==> config.mk <==
export PLATFORM = sky130hd
export DESIGN_NAME = kogge_stone_adder_flat
export DESIGN_NICKNAME = d
export VERILOG_FILES = /design/src/rtl/kogge_stone_adder_if.sv /design/src/rtl/kogge_stone_adder.sv /design/src/flat_wrapper.sv
export SDC_FILE = /design/constraint.sdc
export NUM_CORES = 1
export LEC_CHECK = 0
export CORE_AREA = 2 2 101 103
export DETAILED_ROUTE_END_ITERATION = 10
export DIE_AREA = 0 0 103 105
export DONT_BUFFER_PORTS = 1
export GPL_TIMING_DRIVEN = 0
export PLACE_DENSITY_LB_ADDON = 0.12
export SLEW_MARGIN = 0
export SYNTH_ARGS = -nofsm -noshare
export SYNTH_HDL_FRONTEND = slang
export SYNTH_SLANG_ARGS = --single-unit
export TNS_END_PERCENT = 10
==> constraint.sdc <==
create_clock -name clk -period 3.1 [get_ports clk]
set_input_delay 0.31 -clock clk [delete_from_list [all_inputs] [get_ports clk]]
set_output_delay 0.31 -clock clk [all_outputs]
set_load 0.02 [all_outputs]
==> src/rtl/kogge_stone_adder_if.sv <==
// Operand/result bundle for the Kogge-Stone adder.
// The master side drives the operands and carry-in; the slave side (the adder)
// returns the combinational sum and its registered copy.
interface kogge_stone_adder_if #(
  parameter int N = 64
);
  logic [N-1:0] A;
  logic [N-1:0] B;
  logic         Cin;
  logic [N:0]   S;
  logic [N:0]   S_reg;

  modport master (
    output A,
    output B,
    output Cin,
    input  S,
    input  S_reg
  );

  modport slave (
    input  A,
    input  B,
    input  Cin,
    output S,
    output S_reg
  );
endinterface

==> src/rtl/kogge_stone_adder.sv <==
// N-bit Kogge-Stone parallel-prefix adder producing the full (N+1)-bit value
// A + B + Cin. The sum is purely combinational. A registered copy is kept for
// pipelined users and is cleared asynchronously by rst.
//
// The carry-in is treated as an extra prefix position below bit 0, with
// G = Cin and P = 0. Position j of the prefix vectors therefore holds operand
// bit j-1. After the last stage, the group generate at position j is the
// carry into operand bit j.
module kogge_stone_adder #(
  parameter int N = 64
) (
  input  logic                     clk,
  input  logic                     rst,
  kogge_stone_adder_if.slave       bus
);

  localparam int M = N + 1;          // prefix positions, including the Cin slot
  localparam int L = $clog2(M);      // prefix stages; M >= 2, so L >= 1

  logic [N-1:0] gbit;
  logic [N-1:0] pbit;
  logic [N:0]   carry;
  logic [N:0]   sum;

  assign gbit = bus.A & bus.B;
  assign pbit = bus.A ^ bus.B;

  for (genvar k = 0; k <= L; k++) begin : lvl
    logic [M-1:0] g;
    logic [M-1:0] p;

    if (k == 0) begin : init
      assign g = {gbit, bus.Cin};
      assign p = {pbit, 1'b0};
    end else begin : node
      localparam int D = 1 << (k - 1);

      for (genvar j = 0; j < M; j++) begin : col
        if (j >= D) begin : op
          assign g[j] = lvl[k-1].g[j] | (lvl[k-1].p[j] & lvl[k-1].g[j-D]);
          assign p[j] = lvl[k-1].p[j] & lvl[k-1].p[j-D];
        end else begin : buf_pass
          assign g[j] = lvl[k-1].g[j];
          assign p[j] = lvl[k-1].p[j];
        end
      end
    end
  end

  // The group propagate leaving the last stage has no consumer.
  logic unused_final_p;
  assign unused_final_p = &{1'b0, lvl[L].p};

  assign carry = lvl[L].g;
  assign sum   = {carry[N], pbit ^ carry[N-1:0]};
  assign bus.S = sum;

  // Output register: capture the sum on every edge, clear asynchronously.
  always_ff @(posedge clk or posedge rst) begin
    if (rst) begin
      bus.S_reg <= '0;
    end else begin
      bus.S_reg <= sum;
    end
  end

endmodule

==> src/flat_wrapper.sv <==
// flat-port wrapper written by rule: the top's interface ports become plain ports
module kogge_stone_adder_flat 
#(
  parameter int N = 64
)
  (clk, rst, bus_A, bus_B, bus_Cin, bus_S, bus_S_reg);
  kogge_stone_adder_if #(.N(N)) bus_i ();
  input  logic clk;
  input  logic rst;
  input wire logic [$bits(bus_i.A)-1:0] bus_A;
  input wire logic [$bits(bus_i.B)-1:0] bus_B;
  input wire logic [$bits(bus_i.Cin)-1:0] bus_Cin;
  output wire logic [$bits(bus_i.S)-1:0] bus_S;
  output wire logic [$bits(bus_i.S_reg)-1:0] bus_S_reg;
  assign bus_i.A = bus_A;
  assign bus_i.B = bus_B;
  assign bus_i.Cin = bus_Cin;
  assign bus_S = bus_i.S;
  assign bus_S_reg = bus_i.S_reg;
  kogge_stone_adder #(.N(N)) u_core (.clk(clk), .rst(rst), .bus(bus_i));
endmodule
==> run metrics, run 1 <==
FFs w/ async S/R, synth 1.00; adder-cell share of the synthesized area 0.151; Worst Tran Pin Value 0.961 ns; Synth Area in Compound Gates 0.268; final hold slack 0.271 ns; Buf+Inv Stages, Crit Path 1; Vias per Instance 6.40; number of nets in the layout 843; final hold violation count 0; clk root buf clkbuf_8; switching fraction of total power 0.466; post-synthesis simple-gate area fraction 0.153; Int Pwr 0.00188 W; Distinct cells, synth 65; Final ANT Viol Nets 0; outcome complete, but fails checks; Setup violations, final 4; synth warn 0; Leak 2.84 nW; crit end category primary output; row cnt 36; Crit. Startpoint bus_B[36]; final wirelength 16,900 um; vias after detailed routing 5,017; count leader, synth a21oi_1; largest family of logic cells by synthesized area compound AO/OA/AOI/OAI gates; final-layout fill cell count 837; core area 0.00964 mm^2; Initial Util 0.566; Pre-Repair DR Iteration Count 5; highest net fanout along the worst path 7; number of global-route vias before repair 4,924; die area 0.0108 mm^2; Detailed Route Iter0 Violations 230; FF+latch area 0.00163 mm^2; min-delay src bus_A[0]; htree depth 3; CP top delay family compound AO/OA/AOI/OAI gates; Post-synth EDFFs 0; Pwr Total 0.00353 W; CTS Buf Count 9; Setup CP Type in2out; setup TNS -0.0661 ns; register area share after synthesis 0.298; multi-input logic area 0.00429 mm^2; Die H 105 um; HP Class in2reg; CTS tree yes; Peak VDD IR 0.305 mV; HPWL Detailed 13,100 um; # IOs 261; total track usage 0.300; most used flip-flop cell after synthesis dfrtp_1; placed cell count 756; Gate power share 0.412; net switching power 0.00164 W; dominant cells by area after synthesis dfrtp_1 30%, ha_1 15%, a21oi_1 6.7%; initial antenna violation count 0; clk buf depth 2; Max-Cap Viols 0; Worst Hold Path Cells 1; Power Density 539 mW/mm^2; Synth top area share 0.298; sequential share of power 0.387; crit path launch type input port; violated checks setup timing; RSZ-0062 raised after global routing true; global route overflow 0; Clk network pwr share 0.202; Post-synth top cells 73 x a21oi_1, 65 x dfrtp_1, 64 x ha_1; Final min period 3.15 ns; Post-Synthesis Cells 622; Layout area overhead 20.0%; Die X 103 um; largest net degree at the start of global routing 41; Rel. slew slack 0.354; WP data arrival 2.84 ns; clk slew on worst S/H paths 0.07 ns; share of cells above drive strength 1 0.203; RePlAce Congestion 0.885; Final Cycle Share 1.02; Residual DRC 0; xor-xnor portion of the synthesized cell area 0.0996; Worst path slowest cell or3_4; synthesized net count 818; Max Fclk 318 MHz; synthesized cell area 0.00545 mm^2; first-pass GRT wire length 25,200 um; CP peak stage delay 0.37 ns; IO buf count 0; Synth area leader dfrtp_1; Post-Layout Cell Count 784; Critical Path RT 2.79 ns; Max Slew Vio Count 0; worst path cell trace ha_1 -> clkbuf_2 -> nand4_1 -> or3_4 -> nor4b_4 -> o211ai_1 -> a21oi_2 -> nor2_4 -> o31ai_4 -> a2bb2oi_2 -> xor2_2; antenna cell count 0; Avg Synthesized Cell Area 8.76 um^2; Seq cells post-synth 65; routed wire length per instance 21.5 um; clock sink total 65; Endpoint, Worst Hold u_core.bus.S_reg[0]; mux cell area share after synthesis 0.00207; max FFs per register 65; Final WS setup -0.0483 ns
## layout make-up
| class | count | share of cell area |
|---|---|---|
| plain buffers | 17 | 0.0130 |
| clock buffers | 11 | 0.0201 |
| clock inverters | 4 | 0.00688 |
| inverters | 18 | 0.0103 |
| multi-input cells | 520 | 0.655 |
| flip-flops and latches | 65 | 0.249 |
| well taps | 133 | 0.0254 |
| repair buffers | 16 | 0.0207 |
## power by group through the flow
stage          combinational (W)  clock (W)  sequential (W)
6_report                 0.00145   0.000711         0.00136
3_5_place_dp             0.00122          0         0.00138
2_1_floorplan            0.00100          0         0.00135
5_1_grt                  0.00155   0.000748         0.00139
3_3_place_gp             0.00121          0         0.00138
4_1_cts                  0.00134   0.000711         0.00137
## cell families after synthesis
| group | Yosys count |
|---|---|
| XOR/XNOR | 62 |
| AND/OR/NAND/NOR | 170 |
| buffers and inverters | 37 |
| flip-flops | 65 |
| multiplexers | 1 |
| adder cells (fa/ha/maj) | 65 |
| AO/OA/AOI/OAI | 222 |
## per-layer routing
metal	vias to the layer above	track usage	routed length, um
li1	2336	-	-
met1	2378	0.382	6750
met2	263	0.487	8130
met3	40	0.0609	1440
met4	0	0.128	542
met5	-	0	0
## metrics by stage
stage	setup slack [ns]	area, um^2	utilization
2_1_floorplan	0.140	5450	-
3_3_place_gp	-0.347	5620	0.583
3_5_place_dp	-0.376	5640	0.585
4_1_cts	-0.0454	6210	0.644
5_1_grt	-0.166	6540	0.679
6_report	-0.0483	6540	0.679
## how the worst max path moves through the flow
stage	endpoint	depth (start not counted)
5_1_grt	bus_S[63]	10
3_3_place_gp	bus_S[63]	11
2_1_floorplan	bus_S[62]	10
3_5_place_dp	bus_S[60]	11
4_1_cts	bus_S[63]	11
6_report	bus_S[63]	11
## cell usage in the layout (no fill, tap or decap), drive strengths merged, types with 3 or more instances in the layout
| cell type | Yosys | final |
|---|---|---|
| nor4 | 4 | 4 |
| xor2 | 29 | 29 |
| a31o | 4 | 4 |
| nand4 | 19 | 19 |
| o21bai | 10 | 10 |
| a21o | 35 | 35 |
| a211oi | 7 | 7 |
| o31ai | 3 | 3 |
| inv | 18 | 18 |
| xnor2 | 33 | 33 |
| nand3 | 13 | 13 |
| ha | 64 | 64 |
| a31oi | 7 | 7 |
| nor3 | 5 | 5 |
| clkinv | 0 | 3 |
| o21ai | 45 | 45 |
| a21oi | 74 | 74 |
| nand2b | 6 | 6 |
| clkbuf | 10 | 22 |
| dfrtp | 65 | 65 |
| nor2 | 39 | 39 |
| o21a | 7 | 7 |
| and2 | 6 | 6 |
| nand2 | 51 | 51 |
| or2 | 6 | 6 |
| buf | 9 | 21 |
| o221ai | 3 | 3 |
| a21boi | 5 | 5 |
| nor2b | 10 | 10 |
| o211ai | 6 | 6 |
## what timing repair did
item	4_1_cts	5_1_grt
setup buffers	7	7
gates cloned	0	0
endpoints found under the setup margin	23	27
pin swaps	14	31
gates resized for setup	58	52
hold buffers	1	0
hold endpoints to repair	25	0
No activity file was read; power rests on OpenSTA's default activity.
==> inputs of run 2 (changes only) <==
Settings changed: ABC_AREA set to 0.
==> results of run 2 <==
No change in the layout: final DEF, timing and power equal those of run 1.
